`config.mk`:
```
export PLATFORM = sky130hd
export DESIGN_NAME = seq_ctrl
export DESIGN_NICKNAME = d
export VERILOG_FILES = /design/src/rtl/seq_ctrl_pkg.sv /design/src/rtl/seq_match.sv /design/src/rtl/seq_ctrl.sv
export SDC_FILE = /design/constraint.sdc
export NUM_CORES = 1
export LEC_CHECK = 0
export ABC_CLOCK_PERIOD_IN_PS = 2800
export CAP_MARGIN = 20
export CORE_ASPECT_RATIO = 1.1
export CORE_MARGIN = 2
export CORE_UTILIZATION = 52
export DETAILED_ROUTE_END_ITERATION = 6
export GPL_ROUTABILITY_DRIVEN = 0
export PLACE_DENSITY = 0.85
export SLEW_MARGIN = 20
export SYNTH_ARGS = -nofsm -noshare
export SYNTH_HDL_FRONTEND = slang
export SYNTH_SLANG_ARGS = --single-unit
```
`constraint.sdc`:
```
create_clock -name clk -period 2.8 [get_ports clk]
set_input_delay 0.28 -clock clk [delete_from_list [all_inputs] [get_ports clk]]
set_output_delay 0.28 -clock clk [all_outputs]
set_load 0.01 [all_outputs]
```
`src/rtl/seq_ctrl_pkg.sv`:
```
// Shared types and defaults for the serial pattern-detection controller.
// The optional SEQ_CTRL_OVERLAP_EN macro is consumed by seq_match.
package seq_ctrl_pkg;

    localparam int PAT_W_DEF = 8;
    localparam int CNT_W_DEF = 8;
    localparam int LEN_W_DEF = $clog2(PAT_W_DEF) + 1;

    typedef enum logic [1:0] {
        S_IDLE,
        S_RUN,
        S_DONE
    } state_e;

    function automatic int seq_len_w(input int pat_w);
        return $clog2(pat_w) + 1;
    endfunction

endpackage

```
`src/rtl/seq_match.sv`:
```
// Serial bit history, valid-bit counter and pattern comparator with a registered hit.
// Define SEQ_CTRL_OVERLAP_EN to let consecutive occurrences share bits.
module seq_match
    import seq_ctrl_pkg::*;
#(
    parameter int PAT_W = PAT_W_DEF,
    parameter int LEN_W = LEN_W_DEF
) (
    input  logic             clk,
    input  logic             rst,
    input  logic             clr_i,
    input  logic             en_i,
    input  logic             din_i,
    input  logic [PAT_W-1:0] pat_i,
    input  logic [LEN_W-1:0] len_i,
    output logic             hit_o,
    output logic             hit_now_o
);

    localparam int VW = LEN_W + 1;

`ifdef SEQ_CTRL_OVERLAP_EN
    localparam bit OVERLAP = 1'b1;
`else
    localparam bit OVERLAP = 1'b0;
`endif

    logic [PAT_W-1:0] hist_q, hist_d, mask;
    logic [LEN_W-1:0] vld_q, vld_d;
    logic             hit_q;

    // Newest bit lands in bit 0, so bit len-1 holds the oldest compared bit.
    always_comb begin
        hist_d    = (hist_q << 1) | PAT_W'(din_i);
        mask      = ~({PAT_W{1'b1}} << len_i);
        hit_now_o = en_i
                 && ((VW'(vld_q) + VW'(1)) >= VW'(len_i))
                 && (((hist_d ^ pat_i) & mask) == '0);
        vld_d     = (vld_q < len_i) ? vld_q + 1'b1 : vld_q;
        if (hit_now_o && !OVERLAP) begin
            vld_d = '0;
        end
    end

    always_ff @(posedge clk) begin
        if (rst || clr_i) begin
            hist_q <= '0;
            vld_q  <= '0;
            hit_q  <= 1'b0;
        end else begin
            hit_q <= hit_now_o;
            if (en_i) begin
                hist_q <= hist_d;
                vld_q  <= vld_d;
            end
        end
    end

    assign hit_o = hit_q;

endmodule

```
`src/rtl/seq_ctrl.sv`:
```
// Run controller: arms a detection run, counts matches up to a target, and reports done/err.
// Overlapping detection is selected in seq_match by SEQ_CTRL_OVERLAP_EN.
module seq_ctrl
    import seq_ctrl_pkg::*;
#(
    parameter int PAT_W = PAT_W_DEF,
    parameter int CNT_W = CNT_W_DEF
) (
    input  logic                   clk,
    input  logic                   rst,
    input  logic                   start,
    input  logic                   abort,
    input  logic [PAT_W-1:0]       cfg_pat,
    input  logic [$clog2(PAT_W):0] cfg_len,
    input  logic [CNT_W-1:0]       cfg_target,
    input  logic                   din,
    output logic                   busy,
    output logic                   match,
    output logic [CNT_W-1:0]       match_cnt,
    output logic                   done,
    output logic                   err
);

    localparam int LEN_W = seq_len_w(PAT_W);

    state_e           state_q;
    logic [PAT_W-1:0] pat_q;
    logic [LEN_W-1:0] len_q;
    logic [CNT_W-1:0] tgt_q, cnt_q;
    logic             busy_q, done_q, err_q;
    logic             cfg_ok, arm, shift_en, hit, hit_now;

    assign cfg_ok = (cfg_len != '0) && (cfg_len <= LEN_W'(PAT_W)) && (cfg_target != '0);
    assign arm    = (state_q == S_IDLE) && start && cfg_ok;
    // Sampling stops once the target is reached so the count can never pass it.
    assign shift_en = (state_q == S_RUN) && !abort && (cnt_q != tgt_q);

    seq_match #(
        .PAT_W (PAT_W),
        .LEN_W (LEN_W)
    ) u_match (
        .clk       (clk),
        .rst       (rst),
        .clr_i     (arm),
        .en_i      (shift_en),
        .din_i     (din),
        .pat_i     (pat_q),
        .len_i     (len_q),
        .hit_o     (hit),
        .hit_now_o (hit_now)
    );

    always_ff @(posedge clk) begin
        if (rst) begin
            state_q <= S_IDLE;
            busy_q  <= 1'b0;
            done_q  <= 1'b0;
            err_q   <= 1'b0;
            cnt_q   <= '0;
        end else begin
            done_q <= 1'b0;
            err_q  <= 1'b0;
            unique case (state_q)
                S_IDLE: begin
                    if (start) begin
                        if (cfg_ok) begin
                            pat_q   <= cfg_pat;
                            len_q   <= cfg_len;
                            tgt_q   <= cfg_target;
                            cnt_q   <= '0;
                            busy_q  <= 1'b1;
                            state_q <= S_RUN;
                        end else begin
                            err_q <= 1'b1;
                        end
                    end
                end
                S_RUN: begin
                    if (abort) begin
                        busy_q  <= 1'b0;
                        state_q <= S_IDLE;
                    end else if (cnt_q == tgt_q) begin
                        busy_q  <= 1'b0;
                        done_q  <= 1'b1;
                        state_q <= S_DONE;
                    end else if (hit_now) begin
                        cnt_q <= cnt_q + 1'b1;
                    end
                end
                S_DONE: begin
                    state_q <= S_IDLE;
                end
                default: begin
                    state_q <= S_IDLE;
                end
            endcase
        end
    end

    assign busy      = busy_q;
    assign match     = hit;
    assign match_cnt = cnt_q;
    assign done      = done_q;
    assign err       = err_q;

endmodule

```
==> results of run 1 <==
## cell type report
class	count	area (sq um)
multi-input cells	151	1000
clock inverters	3	41.3
fillers	303	1260
inverters	11	41.3
flip-flops and latches	45	1100
well taps	52	65.1
clock buffers	5	68.8
repair buffers	40	390
## flip-flops by register name, indices dropped and copies added, names as in the netlist
register and cells:
err 1, len_q 4, match_cnt 8, u_match.vld_q 4, state_q 2, u_match.hit_o 1, busy 1, tgt_q 8
done 1, u_match.hist_q 7, pat_q 8
## Yosys cell counts, types with 5 or more instances
master and n:
edfxtp_1 20, ha_1 10, nor3_1 5, dfxtp_1 25
o21ai_0 11, nor4_1 6, xor2_1 9, nor2_1 9
nand2_1 25, inv_1 11, o31ai_1 6, xnor2_1 9
a21oi_1 14, nand3_1 10
## worst max-delay path, stage by stage (launching register included)
cell	delay (ps)
dfxtp_1	450
ha_1	250
xor2_1	180
ha_1	250
o21a_1	180
o31ai_1	70
a22oi_1	190
and2_4	220
or4_1	470
a31oi_1	160
## stage by stage
stage               utilization  power (W)  instances
floorplan                     -   0.000773        210
global placement          0.655   0.000830        299
detailed placement        0.655   0.000833        299
CTS                       0.683    0.00130        307
global route              0.683    0.00134        307
finish                    0.683    0.00129        307
## final timing paths
check                    start           endpoint  slack (ps)
max           u_match.vld_q[0]   u_match.vld_q[0]         310
min          u_match.hist_q[6]  u_match.hist_q[6]         470
max reg2reg   u_match.vld_q[0]   u_match.vld_q[0]         310
min reg2reg  u_match.hist_q[6]  u_match.hist_q[6]         470
## power by group
group / internal (W) / switching, W / total [W]
clock network: 0.000262 / 0.000207 / 0.000469
logic: 0.0000565 / 0.0000524 / 0.000109
registers: 0.000700 / 0.00000987 / 0.000710
total: 0.00102 / 0.000269 / 0.00129
## per-layer routing
layer | track usage | wire (microns)
met5 | 0 | 0
met4 | 0.0903 | 102
met3 | 0.0330 | 221
met2 | 0.338 | 2130
met1 | 0.299 | 1900
## kinds of logic after synthesis
group	count (synthesis)	share of synthesized area
adders and majority gates	10	0.0580
xor gates and xnor gates	18	0.0731
buffers and inverters	14	0.0261
muxes	1	0.00464
DFF	45	0.510
and+or+nand+nor	69	0.170
AOI/OAI and AO/OA	53	0.158
==> metrics.yaml, run 1 <==
hold_path:
  holdPathStages: 2
  hold_class: "reg2reg"
job:
  cap_violations: 0
detailed_routing:
  drc: 0
  drt_iter0_drc: 200
  wl_per_cell_microns: 14.2
  vias_per_cell: 5.64
  routed_wl_microns: 4360
  vias: 1731
  ant_nets: 0
  drtPass1Iterations: 4
placement:
  io_buffers: 36
  dpl_worst_slack_ps: 354
  dp.final_hpwl_microns: 3200
  dpl_cell_area_sq_um: 2600
clocking:
  tritoncts: "built"
  ctsResizeCount: 0
  cts_sinks: 45
  cts_hold_buffers: 0
  htreeDepth: 2
  clk_latency_ps: 290
  cts_buffers: 5
  root_buffer: "clkbuf_8"
  cts_buffer_depth: 2
  clk_pin_slew_ps: 80
  cts_setup_buffers: 0
global_route:
  overflow: 0
  grt_pass1_vias: 1634
  grt_usage: 0.215
  antenna_found_initial: 0
  grt_pass1_wl_microns: 7700
  grt_max_degree: 21
critical_path:
  cp.required_ps: 3030
  path_max_fanout: 7
  end_kind: "register"
  critPathKind: "reg2reg"
  cp_data_arrival_time_ps: 2720
  r2r.worst_path.cells: 9
  start_kind: "register"
logic_synthesis:
  synth_cells: 210
  synth_area_per_cell_sq_um: 10.3
  synth_top_area_frac: 0.278
  synth_top_area_cell: "edfxtp_1"
  synth_nets: 245
  synth-seq-cells: 45
  ys_top_cells_by_area: "edfxtp_1, dfxtp_1, ha_1"
  ys_seq_area_frac: 0.510
  synth_flop_cell: "dfxtp_1"
  ys_types: 38
  synth_warnings: 0
  synth_edf_count: 20
  async_flop_share: 0
  syn-cell-area_sq_um: 2160
run_status:
  status: "finished clean"
die:
  core_sq_um: 3960
  ios: 37
  die_area_sq_um: 4680
  rows: 24
  die_y_microns: 71.6
  start_util: 0.544
  die-width_microns: 65.4
layout:
  area_delta_synth_final_pct: 25.5
  antenna_cells: 0
  final_nets: 289
  stdcell_area_sq_um: 2710
  final_cell_mix: "clkdlybuf4s50_1, nand2_1, dfxtp_1"
  drive_above_1_share: 0.0706
  final_common_cell: "clkdlybuf4s50_1"
timing:
  post-route-min-period_ps: 2490
  worstMarginPinSlew_ps: 489
  skew_ps: 6.81
  relSlewSlack: 0.673
  hold_viol: 0
  finalCritPeriodShare: 0.888
  rsz0062_at_grt: "false"
  fmax_mhz: 402
  setup_tns_ps: 0
  slew_viol_final: 0
  worst_slack_ps: 313
  setup_violations: 0
  whs_ps: 473
pwr:
  leakage_nw: 0.983
  peakVddDrop_uv: 347
  p_per_area_nw_per_um2: 476
(Power assumes the default switching activity.)
==> run 2, diff against run 1 <==
- ABC_CLOCK_PERIOD_IN_PS: 2800 -> 2200
- CORE_UTILIZATION: 52 -> 47
- PLACE_DENSITY: 0.85 -> 0.81
- SLEW_MARGIN: 20 -> 30
- clock period: 2.8 -> 2.2 ns (I/O delays scaled with it)
==> metrics.yaml, run 2 (synthesis results as in run 1) <==
run_status:
  status: "complete, but fails checks"  # was finished clean
  violations: "setup timing"
detailed_routing:
  routed_wl_microns: 4920  # was 4360 microns
  drc: 0  # unchanged
  ant_nets: 0  # unchanged
  drtPass1Iterations: 4  # unchanged
  vias: 1803  # was 1,731
  drt_iter0_drc: 87  # was 200
  vias_per_cell: 5.48  # was 5.64
  wl_per_cell_microns: 15.0  # was 14.2 microns
clocking:
  cts_buffer_depth: 2  # unchanged
  tritoncts: "built"  # unchanged
  cts_sinks: 45  # unchanged
  root_buffer: "clkbuf_8"  # unchanged
  htreeDepth: 2  # unchanged
  cts_buffers: 5  # unchanged
  clk_pin_slew_ps: 80  # about the same
  clk_latency_ps: 300  # was 290 ps
timing:
  worstMarginPinSlew_ps: 656  # was 489 ps
  slew_viol_final: 0  # unchanged
  finalCritPeriodShare: 1.02  # was 0.888
  worst_slack_ps: -42.3  # was 313 ps
  post-route-min-period_ps: 2240  # was 2490 ps
  rsz0062_at_grt: "true"  # was false
  relSlewSlack: 0.562  # was 0.673
  fmax_mhz: 446  # was 402 MHz
  skew_ps: 4.75  # was 6.81 ps
  setup_violations: 5  # was 0
  hold_viol: 0  # unchanged
pwr:
  p_per_area_nw_per_um2: 560  # was 476 nW/um^2
  peakVddDrop_uv: 439  # was 347 uV
  leakage_nw: 1.11  # was 0.983 nW
critical_path:
  rrSetupSlack_ps: -40  # was 310 ps
  cp_data_arrival_time_ps: 2460  # was 2720 ps
  critPathKind: "reg2reg"  # unchanged
  path_max_fanout: 8  # was 7
  cp-startpoint: "u_match.vld_q[0]"  # unchanged
  r2r.worst_path.cells: 11  # was 9
  end_kind: "register"  # unchanged
  r2r_start: "u_match.vld_q[0]"  # unchanged
  crit_end: "match_cnt[6]"  # was u_match.vld_q[0]
  start_kind: "register"  # unchanged
  cp.required_ps: 2410  # was 3030 ps
  worstReg2RegEnd: "match_cnt[6]"  # was u_match.vld_q[0]
global_route:
  grt_max_degree: 21  # unchanged
  overflow: 0  # unchanged
  antenna_found_initial: 0  # unchanged
  grt_usage: 0.218  # was 0.215
  grt_pass1_vias: 1704  # was 1,634
  grt_pass1_wl_microns: 8050  # was 7700 microns
die:
  die_area_sq_um: 5150  # was 4680 sq um
  start_util: 0.496  # was 0.544
  ios: 37  # unchanged
  rows: 25  # was 24
  die-width_microns: 68.6  # was 65.4 microns
  die_y_microns: 75.1  # was 71.6 microns
  core_sq_um: 4350  # was 3960 sq um
layout:
  final_util: 0.696  # was 0.683
  fillers: 302  # was 303
  drive_above_1_share: 0.218  # was 0.0706
  stdcell_area_sq_um: 3030  # was 2710 sq um
  antenna_cells: 0  # unchanged
  final_cell_mix: "clkdlybuf4s50_1, nand2_1, dfxtp_1"  # unchanged
  final_nets: 309  # was 289
  area_delta_synth_final_pct: 40.3  # was 25.5%
  final_common_cell: "clkdlybuf4s50_1"  # unchanged
job:
  cap_violations: 0  # unchanged
placement:
  dpl_cell_area_sq_um: 2740  # was 2600 sq um
  io_buffers: 36  # unchanged
  dp.final_hpwl_microns: 3560  # was 3200 microns
hold_path:
  hold_class: "reg2reg"  # unchanged
-- run 2: what timing repair did --
item	4_1_cts	5_1_grt
resized for setup	23	13
endpoints found under the setup margin	9	11
pin swaps	9	5
hold buffers	0	0
setup buffers	1	2
-- run 2: per-stage QoR --
step	setup TNS (ps)	hold WS (ps)	total power [W]	instances	worst slack (ps)
2_1_floorplan	0	297	0.000983	210	7.14
3_3_place_gp	-1.22	457	0.00107	318	-1.22
3_5_place_dp	-326	464	0.00107	318	-91.9
4_1_cts	0	467	0.00171	327	0.342
5_1_grt	-923	456	0.00177	329	-143
6_report	-146	473	0.00169	329	-42.3
-- run 2: per-layer routing --
layer / global-route usage / vias up / share of wire / wire (microns)
met5: 0 / - / 0 / 0
met4: 0.113 / 0 / 0.025 / 124
met3: 0.0463 / 12 / 0.052 / 256
met2: 0.335 / 53 / 0.49 / 2400
met1: 0.287 / 842 / 0.43 / 2140
li1: - / 896 / - / -
-- run 2: where the power goes --
group	total (W)	switching [W]	leakage (nW)	internal, W
sequential	0.000901	0.0000119	0.387	0.000889
combinational	0.000159	0.0000753	0.668	0.0000841
clock	0.000633	0.000263	0.0585	0.000370
-- run 2: how the worst min path moves through the flow --
stage | start | end | slack [ps] | depth (start not counted)
after floorplan | rst | err | 300 | 1
after CTS | cfg_pat[2] | pat_q[2] | 470 | 1
after global routing | cfg_pat[2] | pat_q[2] | 460 | 1
after global placement | u_match.hist_q[6] | u_match.hist_q[6] | 460 | 2
final | u_match.hist_q[6] | u_match.hist_q[6] | 470 | 2
after detailed placement | u_match.hist_q[6] | u_match.hist_q[6] | 460 | 2
-- run 2: critical path: stages, from the launching register on --
cell	delay, ps
dfxtp_4	370
buf_6	110
nand3_4	70
xnor2_2	140
ha_1	280
o21a_1	150
o31ai_2	80
a22oi_1	210
and2_4	190
buf_6	120
nand3_4	140
o31ai_2	290
-- run 2: layout make-up --
cell class,count,area [sq um],area share
Clock buffer,7,86.3,0.0285
Clock inverter,1,30.0,0.00993
Inverter,11,41.3,0.0136
Multi-Input combinational cell,151,1130,0.373
Sequential cell,45,1110,0.367
Tap cell,54,67.6,0.0223
Timing Repair Buffer,60,561,0.185
==> run 3, diff against run 2 <==
- REMOVE_ABC_BUFFERS: unset -> 1
==> metrics.yaml, run 3 (synthesis results as in run 1) <==
layout:
  seq_area_sq_um: 1110  # unchanged
  final_nets: 304  # was 309
  multiInputGateArea_sq_um: 1070  # was 1130 sq um
  final_common_cell: "clkdlybuf4s50_1"  # unchanged
  antenna_cells: 0  # unchanged
  fillers: 325  # was 302
  final_cell_mix: "clkdlybuf4s50_1, nand2_1, dfxtp_1"  # unchanged
  area_delta_synth_final_pct: 34.0  # was 40.3%
  stdcell_area_sq_um: 2890  # was 3030 sq um
  drive_above_1_share: 0.178  # was 0.218
global_route:
  grt_max_degree: 21  # unchanged
  grt_usage: 0.196  # was 0.218
  grt_pass1_vias: 1631  # was 1,704
  overflow: 0  # unchanged
  antenna_found_initial: 0  # unchanged
  grt_pass1_wl_microns: 7450  # was 8050 microns
detailed_routing:
  drc: 0  # unchanged
  wl_per_cell_microns: 14.2  # was 15.0 microns
  drtPass1Iterations: 5  # was 4
  ant_nets: 0  # unchanged
  vias: 1759  # was 1,803
  vias_per_cell: 5.43  # was 5.48
  drt_iter0_drc: 79  # was 87
  routed_wl_microns: 4610  # was 4920 microns
die:
  die_area_sq_um: 5150  # unchanged
  core_sq_um: 4350  # unchanged
  rows: 25  # unchanged
  die-width_microns: 68.6  # unchanged
  die_y_microns: 75.1  # unchanged
  start_util: 0.496  # unchanged
  ios: 37  # unchanged
clocking:
  htreeDepth: 2  # unchanged
  cts_hold_buffers: 0  # unchanged
  root_buffer: "clkbuf_8"  # unchanged
  cts_sinks: 45  # unchanged
  cts_buffer_depth: 2  # unchanged
  cts_buffers: 5  # unchanged
  clk_latency_ps: 300  # about the same
  tritoncts: "built"  # unchanged
  clk_pin_slew_ps: 80  # about the same
timing:
  rsz0062_at_grt: "true"  # unchanged
  worstMarginPinSlew_ps: 646  # was 656 ps
  finalCritPeriodShare: 0.992  # was 1.02
  slew_viol_final: 0  # unchanged
  post-route-min-period_ps: 2180  # was 2240 ps
  fmax_mhz: 458  # was 446 MHz
  relSlewSlack: 0.569  # was 0.562
  hold_viol: 0  # unchanged
  setup_violations: 0  # was 5
  skew_ps: 9.56  # was 4.75 ps
critical_path:
  start_kind: "register"  # unchanged
  critPathKind: "reg2reg"  # unchanged
  cp_data_arrival_time_ps: 2410  # was 2460 ps
  cp-startpoint: "u_match.vld_q[0]"  # unchanged
  rrSetupSlack_ps: 20  # was -40 ps
  cp.required_ps: 2430  # was 2410 ps
  end_kind: "register"  # unchanged
  r2r_start: "u_match.vld_q[0]"  # unchanged
  path_max_fanout: 4  # was 8
placement:
  dpl_cell_area_sq_um: 2710  # was 2740 sq um
  dp.final_hpwl_microns: 3400  # was 3560 microns
  io_buffers: 36  # unchanged
job:
  cap_violations: 0  # unchanged
run_status:
  status: "finished clean"  # was complete, but fails checks
pwr:
  p_total_w: 0.00155  # was 0.00169 W
  peakVddDrop_uv: 438  # was 439 uV
  leakage_nw: 1.07  # was 1.11 nW
  p_per_area_nw_per_um2: 536  # was 560 nW/um^2
hold_path:
  hold_class: "in2reg"  # was reg2reg
  hp-start: "cfg_pat[5]"  # was u_match.hist_q[6]
==> run 3: cell count changes in the layout (fill, tap and decap cells not counted), sizes merged <==
cell,change
buf,-5
bufinv,-1
clkbuf,-1
clkinv,+2
==> run 3: layout make-up <==
type	count	area share
Clock inverter	2	0.00346
Clock buffer	6	0.0251
Timing Repair Buffer	55	0.178
Sequential cell	45	0.384
Inverter	11	0.0143
Multi-Input combinational cell	151	0.372
Tap cell	54	0.0234
==> run 3: final timing paths <==
check / depth (start not counted) / end
setup / recovery: 8 / u_match.vld_q[0]
hold reg to reg: 2 / u_match.hist_q[6]
hold / removal: 1 / pat_q[5]
setup reg to reg: 8 / u_match.vld_q[0]
==> run 3: critical path, cell delays in order (launching register included) <==
cell and delay [ps]:
dfxtp_4 370, ha_4 280, ha_4 180, a21boi_2 150, o31ai_2 220, a22oi_2 130
and2_4 170, or4_1 460, a31oi_1 130
==> run 3: report_power, final <==
group	internal [W]	total [W]	switching (W)
sequential	0.000889	0.000901	0.0000114
clock	0.000220	0.000489	0.000269
combinational	0.0000841	0.000159	0.0000745
==> run 3: layer usage <==
layer	track usage	wire length [microns]
met4	0.0733	75
met2	0.317	2230
met1	0.259	2150
met5	0	0
met3	0.0374	159
==> run 3: repair_timing <==
| action | CTS | global route |
|---|---|---|
| setup endpoints to repair | 8 | 11 |
| setup buffers | 0 | 2 |
| resized for setup | 9 | 16 |
| cloned | 0 | 0 |
| pin swaps | 3 | 7 |
==> run 3: through the flow <==
| step | cells | utilization | TNS [ps] | hold slack (ps) | setup slack, ps |
|---|---|---|---|---|---|
| 6_report | 324 | 0.665 | 0 | 468 | 17.4 |
| 5_1_grt | 324 | 0.665 | -293 | 467 | -71.0 |
| 4_1_cts | 322 | 0.651 | 0 | 468 | 11.6 |
| 3_5_place_dp | 314 | 0.623 | -226 | 462 | -74.0 |
| 3_3_place_gp | 314 | 0.623 | 0 | 458 | 7.45 |
| 2_1_floorplan | 207 | - | -31.5 | 297 | -31.5 |
